<file path="config.mk">
export PLATFORM = sky130hd
export DESIGN_NAME = sac_dualrail_fifo
export DESIGN_NICKNAME = d
export VERILOG_FILES = /design/src/rtl/sac_dualrail_fifo.sv
export SDC_FILE = /design/constraint.sdc
export NUM_CORES = 1
export LEC_CHECK = 0
export ABC_AREA = 1
export CORE_UTILIZATION = 26
export CTS_BUF_LIST = sky130_fd_sc_hd__clkbuf_4 sky130_fd_sc_hd__clkbuf_8
export CTS_CLUSTER_DIAMETER = 100
export CTS_CLUSTER_SIZE = 16
export DETAILED_ROUTE_END_ITERATION = 16
export PLACE_DENSITY = 0.48
export SLEW_MARGIN = 40
export SYNTH_ARGS = -nofsm -noshare
export SYNTH_HDL_FRONTEND = slang
export SYNTH_SLANG_ARGS = --single-unit
</file>
<file path="constraint.sdc">
create_clock -name ck -period 6.8 [get_ports ck]
set_input_delay 1.7 -clock ck [delete_from_list [all_inputs] [get_ports ck]]
set_output_delay 1.7 -clock ck [all_outputs]
set_load 0.02 [all_outputs]
</file>
<file path="src/rtl/sac_dualrail_fifo.sv">
`default_nettype none
// ============================================================================
// sac_dualrail_fifo : clocked words buffered in a FIFO, emitted on a W-bit
//                     dual-rail four-phase return-to-zero channel
// Revision          : 1.0
// ============================================================================
module sac_dualrail_fifo #(
  parameter int           W           = 8,
  parameter int           DEPTH       = 4,
  parameter int           SYNC_STAGES = 2,
  parameter bit           IGNORE_ACK  = 1'b0,
  parameter int           HOLD_CYC    = 2,
  parameter bit           RESET_TOKEN = 1'b0,
  parameter logic [W-1:0] RESET_VAL   = '0
) (
  input  logic         ck,
  input  logic         rst_b,
  input  logic [W-1:0] a,
  input  logic         en,
  output logic         full,
  output logic         ovf,
  output logic [W-1:0] z_d0,
  output logic [W-1:0] z_d1,
  input  logic         z_ack
);

  localparam int AW = $clog2(DEPTH);
  localparam int CW = $clog2(DEPTH + 1);
  localparam int HW = (HOLD_CYC > 1) ? $clog2(HOLD_CYC) : 1;

  typedef enum logic [1:0] {
    S_IDLE  = 2'd0,
    S_DRIVE = 2'd1,
    S_RTZ   = 2'd2
  } state_t;

  logic [W-1:0]           mem_q [DEPTH];
  logic [W-1:0]           mem_d [DEPTH];
  logic [AW-1:0]          wr_ptr_q, wr_ptr_d;
  logic [AW-1:0]          rd_ptr_q, rd_ptr_d;
  logic [CW-1:0]          count_q, count_d;
  logic                   full_q, full_d;
  logic                   ovf_q, ovf_d;
  logic [SYNC_STAGES-1:0] sync_q, sync_d;
  state_t                 state_q, state_d;
  logic [HW-1:0]          hold_q, hold_d;
  logic [W-1:0]           z_d0_q, z_d0_d;
  logic [W-1:0]           z_d1_q, z_d1_d;

  logic w_wr;
  logic w_pop;
  logic w_ack_s;
  logic w_hold_done;
  logic w_fwd_ok;
  logic w_rtz_ok;

  assign w_ack_s     = sync_q[SYNC_STAGES-1];
  assign w_hold_done = (hold_q == HW'(HOLD_CYC - 1));
  // In timed mode the hold counter stands in for both acknowledge edges.
  assign w_fwd_ok    = IGNORE_ACK ? w_hold_done : w_ack_s;
  assign w_rtz_ok    = IGNORE_ACK ? w_hold_done : !w_ack_s;
  assign w_wr        = en && !full_q;

  always_comb begin
    state_d = state_q;
    hold_d  = hold_q;
    z_d0_d  = z_d0_q;
    z_d1_d  = z_d1_q;
    w_pop   = 1'b0;
    case (state_q)
      S_IDLE: begin
        if (count_q != '0) begin
          w_pop   = 1'b1;
          state_d = S_DRIVE;
          hold_d  = '0;
        end
      end
      S_DRIVE: begin
        if (w_fwd_ok) begin
          z_d0_d  = '0;
          z_d1_d  = '0;
          state_d = S_RTZ;
          hold_d  = '0;
        end else begin
          hold_d = HW'(hold_q + 1'b1);
        end
      end
      S_RTZ: begin
        if (w_rtz_ok) begin
          hold_d = '0;
          if (count_q != '0) begin
            w_pop   = 1'b1;
            state_d = S_DRIVE;
          end else begin
            state_d = S_IDLE;
          end
        end else begin
          hold_d = HW'(hold_q + 1'b1);
        end
      end
      default: begin
        state_d = S_IDLE;
        z_d0_d  = '0;
        z_d1_d  = '0;
        hold_d  = '0;
      end
    endcase
    if (w_pop) begin
      z_d1_d = mem_q[rd_ptr_q];
      z_d0_d = ~mem_q[rd_ptr_q];
    end
  end

  always_comb begin
    mem_d = mem_q;
    if (w_wr) begin
      mem_d[wr_ptr_q] = a;
    end
    wr_ptr_d = w_wr  ? AW'(wr_ptr_q + 1'b1) : wr_ptr_q;
    rd_ptr_d = w_pop ? AW'(rd_ptr_q + 1'b1) : rd_ptr_q;
    count_d  = CW'(count_q + CW'(w_wr) - CW'(w_pop));
    full_d   = (count_d == CW'(DEPTH));
    ovf_d    = ovf_q || (en && full_q);
    sync_d   = SYNC_STAGES'({sync_q, z_ack});
  end

  always_ff @(posedge ck or negedge rst_b) begin
    if (!rst_b) begin
      for (int i = 0; i < DEPTH; i++) begin
        mem_q[i] <= (RESET_TOKEN && (i == 0)) ? RESET_VAL : '0;
      end
      wr_ptr_q <= AW'(RESET_TOKEN ? 1 : 0);
      rd_ptr_q <= '0;
      count_q  <= CW'(RESET_TOKEN ? 1 : 0);
      full_q   <= 1'b0;
      ovf_q    <= 1'b0;
      sync_q   <= '0;
      state_q  <= S_IDLE;
      hold_q   <= '0;
      z_d0_q   <= '0;
      z_d1_q   <= '0;
    end else begin
      mem_q    <= mem_d;
      wr_ptr_q <= wr_ptr_d;
      rd_ptr_q <= rd_ptr_d;
      count_q  <= count_d;
      full_q   <= full_d;
      ovf_q    <= ovf_d;
      sync_q   <= sync_d;
      state_q  <= state_d;
      hold_q   <= hold_d;
      z_d0_q   <= z_d0_d;
      z_d1_q   <= z_d1_d;
    end
  end

  assign full = full_q;
  assign ovf  = ovf_q;
  assign z_d0 = z_d0_q;
  assign z_d1 = z_d1_q;

endmodule
`default_nettype wire

</file>
==> flow_metrics.py, run 1 <==
metrics = {
    "timing": {
        "final-hold-violation-count": 0,
        "setup_viol": 0,
        "worst_pin_slew_ns": 0.794,
        "rsz0062_at_grt": "false",
        "fin_crit_sh_pct": 55.5,
        "setup_tns_ns": 0,
        "final.setup_skew_ns": 0.00745,
        "clock.fmax_ghz": 0.265,
        "fin_crit_ns": 3.77,
        "slew_headroom_pct": 47.0,
        "slew_viol_final": 0,
    },
    "floorplanning": {
        "fp.dieH_microns": 105,
        "core-area_sq_um": 10300,
        "dieArea_sq_um": 11000,
        "io_pins": 30,
        "start_util_pct": 26.7,
        "row_count": 37,
        "die_w_microns": 105,
    },
    "clock_network": {
        "worstSkewPairLatency_ns": 0.33,
        "clock-sinks": 61,
        "cts_resized": 0,
        "post-cts-setup-buffer-count": 0,
        "htreeDepth": 3,
        "clk_path_buf_depth": 2,
        "clk_pin_slew_ns": 0.07,
        "cts_tree": "yes",
        "cts-root-buf": "clkbuf_8",
        "cts-buffers-inserted": 9,
        "cts_hold_buf": 0,
    },
    "placement": {
        "place_area_sq_um": 3120,
        "io_buffers": 29,
        "finalWeightedCongestion": 0.697,
        "place_hpwl_microns": 3540,
        "place_inst": 460,
    },
    "cells_and_area": {
        "insertedDiodeCount": 0,
        "drive_gt1_share_pct": 10.3,
        "final_core_util_pct": 32.4,
        "n_fill_cell": 1094,
        "final_nets": 354,
        "area_delta_synth_final_pct": 21.7,
        "fin_area_sq_um": 3330,
        "final-instance-count-excl-fill": 476,
    },
    "setup_path": {
        "arrival_ns": 4.04,
        "cp-start-kind": "input port",
        "crit_type": "input port to flip-flop",
        "end_kind": "flip-flop",
        "critPathMaxFanout": 8,
        "required_ns": 7.07,
    },
    "global_route": {
        "grt_max_degree": 62,
        "grt_pass1_wl_microns": 9390,
        "track_usage_pct": 10.8,
        "grt_pass1_vias": 1934,
        "grt_overflow": 0,
        "antenna_found_initial": 0,
    },
    "yosys": {
        "ys_ff_latch": 61,
        "ys_seq_area_share_pct": 55.7,
        "synth.area.top_cells": "dfrtp_1 56%, nand2_1 17%, o21ai_1 4.6%, inv_1 3.7%, ha_1 2.7%",
        "syn_area_sq_um": 2740,
        "yosysTopAreaCell": "dfrtp_1",
        "yosysUniqueCellTypes": 23,
        "synth_area_per_cell_sq_um": 9.01,
        "syn-num-nets": 323,
        "yosys_warnings": 0,
        "synthCells": 304,
        "yosysTopAreaCellShare_pct": 55.7,
    },
    "routing": {
        "drt_wl_total_microns": 5260,
        "via_count": 1927,
        "routed_via_density": 4.05,
        "drtIter0Drc": 72,
        "avgRoutedWirePerCell_microns": 11.1,
        "drc": 0,
        "drt_pass1_iterations": 4,
        "ant_nets": 0,
    },
    "pwr": {
        "total_power_uw": 1650,
        "power_leakage_uw": 0.00168,
        "peakVddDrop_mv": 0.130,
        "power.density_nw_per_um2": 495,
    },
    "run_status": {
        "run_status": "complete, no violations",
    },
    "min_path": {
        "hp-class": "flip-flop to flip-flop",
    },
    "run": {
        "cap_viol_max_count": 0,
    },
}
path summary, 6_finish.rpt:
kind	startpoint	end	slack [ns]	cells after the start
max reg2reg	state_q[1]	full	4.38	11
min	sync_q[0]	sync_q[1]	0.35	0
min in group asynchronous	rst_b	z_d0[0]	1.43	2
min reg2reg	sync_q[0]	sync_q[1]	0.35	0
max	en	full	3.03	12
max in group asynchronous	rst_b	mem_q[18]	4.97	2
metal layers:
metal / global-route usage (%) / wire [microns] / vias to the layer above
met5: 0 / 0 / -
met4: 5.43 / 102 / 0
met3: 1.50 / 121 / 8
met2: 16.7 / 2260 / 27
met1: 14.9 / 2780 / 874
li1: - / - / 1018
cell usage in the layout, fill, tap and decap left out, types with 2 or more instances in the layout:
cell / Yosys / layout
a21oi_1: 2 / 2
clkbuf_8: 0 / 12
clkdlybuf4s50_1: 0 / 28
dfrtp_1: 61 / 61
ha_1: 6 / 6
inv_1: 27 / 27
nand2_1: 124 / 124
nand2_2: 2 / 2
nand2_4: 4 / 4
nand3_1: 10 / 10
nor2_1: 5 / 5
o211ai_1: 7 / 7
o21ai_0: 4 / 4
o21ai_1: 25 / 25
o21ai_2: 7 / 7
xor2_1: 3 / 3
state kept, by name (all words and copies together) (netlist names):
register	flops
mem_q	32
z_d0	8
z_d1	8
count_q	3
rd_ptr_q	2
state_q	2
sync_q	2
wr_ptr_q	2
full	1
ovf	1
stage by stage:
step                setup WS, ns  hold WS (ns)
finish                      3.03         0.351
global route                2.84         0.384
CTS                         3.03         0.355
detailed placement          2.67         0.338
global placement            2.73         0.338
floorplan                   3.29         0.331
kinds of logic (layout without fill, tap and decap cells):
logic type / count (synthesis) / count (layout) / share of synthesized area, %
xor+xnor: 4 / 4 / 1.28
flops: 61 / 61 / 55.7
buf+inv: 39 / 75 / 7.17
compound gates: 46 / 46 / 10.1
simple gates: 147 / 147 / 22.2
fa+ha+maj: 7 / 7 / 3.47
where the power goes:
| group | internal (uW) | switching [uW] |
|---|---|---|
| Clock | 203 | 137 |
| Sequential | 527 | 106 |
| Combinational | 271 | 406 |
cell usage after synthesis (all sizes together):
cell	instances
a21o	1
a21oi	2
buf	10
clkinv	1
dfrtp	61
fa	1
ha	6
inv	28
nand2	130
nand3	10
nor2	6
o211ai	7
o21ai	36
or2	1
xnor2	1
xor2	3
final cells by class:
cell class | instances | area (sq um) | area share (%)
Clock buffer | 13 | 173 | 5.18
Clock inverter | 3 | 42.5 | 1.28
Inverter | 29 | 109 | 3.26
Multi-Input combinational cell | 204 | 1020 | 30.5
Sequential cell | 61 | 1530 | 45.8
Tap cell | 136 | 170 | 5.10
Timing Repair Buffer | 30 | 297 | 8.89
critical path: stages:
cell and delay [ns]:
clkdlybuf4s50_1 0.49, inv_1 0.07, nor2_4 0.27, inv_1 0.08, ha_1 0.30, inv_1 0.05
ha_1 0.12, inv_1 0.05, fa_1 0.50, inv_1 0.05, or2_2 0.26, nor2_1 0.10
No activity file was read; power rests on OpenSTA's default activity.
==> run 2: changes to the inputs <==
Clock period 6.8 ns to 3.8 ns, I/O delays scaled along.
==> run 2 against run 1 <==
- clock-buffer cell count fell by 4
- utilization grew 0.12 points
- power up 81%
- first-iteration DRC count is 13% higher
- combinational power increased by 80%
- die area stayed put
- non-clock buffer count grew 2
- via count up 0.93%
- worst hold slack improved by 0.0098 ns
- wire length rose by 2.2%
- sequential power increased by 79%
==> flow_metrics.py, run 2 (synthesized netlist as in run 1, its figures left out) <==
metrics = {
    "placement": {
        "finalWeightedCongestion": 0.699,
        "place_area_sq_um": 3130,
        "place_hpwl_microns": 3650,
        "io_buffers": 29,
    },
    "global_route": {
        "met3_usage_pct": 2.50,
        "grt_pass1_wl_microns": 9530,
        "grt_util_met1_pct": 15.1,
        "grt_overflow": 0,
        "gr-usage-met2_pct": 16.3,
        "antenna_found_initial": 0,
        "grt_max_degree": 49,
        "grt_pass1_vias": 1952,
        "grt_busiest_layer": "met2",
        "track_usage_pct": 11.2,
    },
    "timing": {
        "fin_crit_sh_pct": 72.8,
        "worst_pin_slew_ns": 0.791,
        "slew_viol_final": 0,
        "fin_crit_ns": 2.77,
        "rsz0062_at_grt": "false",
        "clock.fmax_ghz": 0.361,
        "setup_tns_ns": 0,
        "slew_headroom_pct": 47.2,
        "setup_viol": 0,
        "final.setup_skew_ns": 0.0112,
        "whs_ns": 0.361,
        "final-hold-violation-count": 0,
    },
    "clock_network": {
        "cts-buffers-inserted": 9,
        "htreeDepth": 3,
        "clock-sinks": 61,
        "clk_pin_slew_ns": 0.08,
        "cts_hold_buf": 0,
        "cts-root-buf": "clkbuf_8",
        "worstSkewPairLatency_ns": 0.35,
        "cts_tree": "yes",
        "clk_path_buf_depth": 2,
        "cts_resized": 0,
        "post-cts-setup-buffer-count": 0,
    },
    "floorplanning": {
        "row_count": 37,
        "fp.dieH_microns": 105,
        "die_w_microns": 105,
        "dieArea_sq_um": 11000,
        "core-area_sq_um": 10300,
        "start_util_pct": 26.7,
        "io_pins": 30,
    },
    "setup_path": {
        "regToRegSetupSlack_ns": 1.34,
        "reg2regPathDepth": 11,
        "worstSetupStartpoint": "en",
        "r2r-start": "state_q[1]",
        "crit_type": "input port to flip-flop",
        "required_ns": 4.08,
        "cp.depth": 12,
        "cp_num_buf_inv": 6,
        "r2r-end": "full",
        "cp-start-kind": "input port",
        "cpLargestDelayFamily": "adder cells",
        "cpPeakStageDelay_ns": 0.50,
        "critPathMaxFanout": 2,
        "cpMostUsedCell": "inv_1",
        "endpoint": "full",
        "cp_slowest_cell": "fa_1",
        "worstPathCellList": "clkdlybuf4s50_1 -> inv_1 -> nor2_4 -> inv_1 -> ha_1 -> inv_1 -> ha_1 -> inv_1 -> fa_1 -> inv_1 -> or2_2 -> nor2_1",
        "arrival_ns": 3.05,
        "end_kind": "flip-flop",
    },
    "routing": {
        "drtIter0Drc": 81,
        "drt_wl_total_microns": 5380,
        "via_count": 1945,
        "drt_pass1_iterations": 4,
        "avgRoutedWirePerCell_microns": 11.2,
        "drc": 0,
        "routed_via_density": 4.07,
        "ant_nets": 0,
    },
    "cells_and_area": {
        "n_fill_cell": 1105,
        "insertedDiodeCount": 0,
        "regMostFlops": "mem_q",
        "area_delta_synth_final_pct": 22.1,
        "drive_gt1_share_pct": 10.8,
        "final_common_cell": "nand2_1",
        "mostFrequentLayoutCells": "124 x nand2_1, 61 x dfrtp_1, 28 x clkdlybuf4s50_1",
        "multi_input_area_sq_um": 1020,
        "largest_reg_flops": 32,
        "final_nets": 356,
        "seq_area_sq_um": 1530,
        "fin_area_sq_um": 3350,
    },
    "run": {
        "cap_viol_max_count": 0,
    },
    "pwr": {
        "peakVddDrop_mv": 0.224,
        "total_power_uw": 2980,
        "power_leakage_uw": 0.00169,
        "power.density_nw_per_um2": 891,
    },
    "min_path": {
        "hold_depth": 0,
        "hp-class": "flip-flop to flip-flop",
    },
    "run_status": {
        "run_status": "complete, no violations",
    },
}
==> run 2: per-layer routing <==
layer,vias to the layer above,wire length (microns)
met5,-,0
met4,0,141
met3,10,152
met2,30,2230
met1,885,2850
li1,1020,-
==> run 2: cell type report <==
| type | count | share of cell area, % |
|---|---|---|
| clock buffers | 9 | 3.70 |
| flip-flops and latches | 61 | 45.6 |
| repair buffers | 32 | 9.27 |
| clock inverters | 7 | 2.69 |
| inverters | 29 | 3.25 |
| well taps | 136 | 5.08 |
| multi-input cells | 204 | 30.4 |
==> run 2: worst min-delay path by stage <==
| stage | from | end | slack [ns] |
|---|---|---|---|
| after floorplan | sync_q[0] | sync_q[1] | 0.33 |
| after global placement | sync_q[0] | sync_q[1] | 0.34 |
| after detailed placement | sync_q[0] | sync_q[1] | 0.35 |
| after CTS | sync_q[0] | sync_q[1] | 0.37 |
| after global routing | sync_q[0] | sync_q[1] | 0.37 |
| final | sync_q[0] | sync_q[1] | 0.36 |
==> run 2: worst register-to-register path, delay by kind of cell, from the launching register on <==
kind                     cells  cell delay, ns
adder cells (fa/ha/maj)      3            0.91
AO/OA/AOI/OAI                1            0.19
flip-flops                   1            0.41
AND/OR/NAND/NOR              3            0.48
buffers and inverters        4            0.40
==> run 2: report_power, final <==
part	leakage [uW]	internal, uW	total, uW	switching [uW]
Combinational	0.000827	489	1220	730
Sequential	0.000757	942	1130	191
Clock	0.000105	365	631	266
Total	0.00169	1800	2980	1190
==> run 2: per-stage QoR <==
stage                     worst slack [ns]  instances  utilization (%)
final                                 1.03        478             32.6
after global routing                 0.950        478             32.6
after CTS                             1.03        478             32.6
after detailed placement             0.683        462             30.5
after global placement               0.725        462             30.5
after floorplan                       1.04        304                -
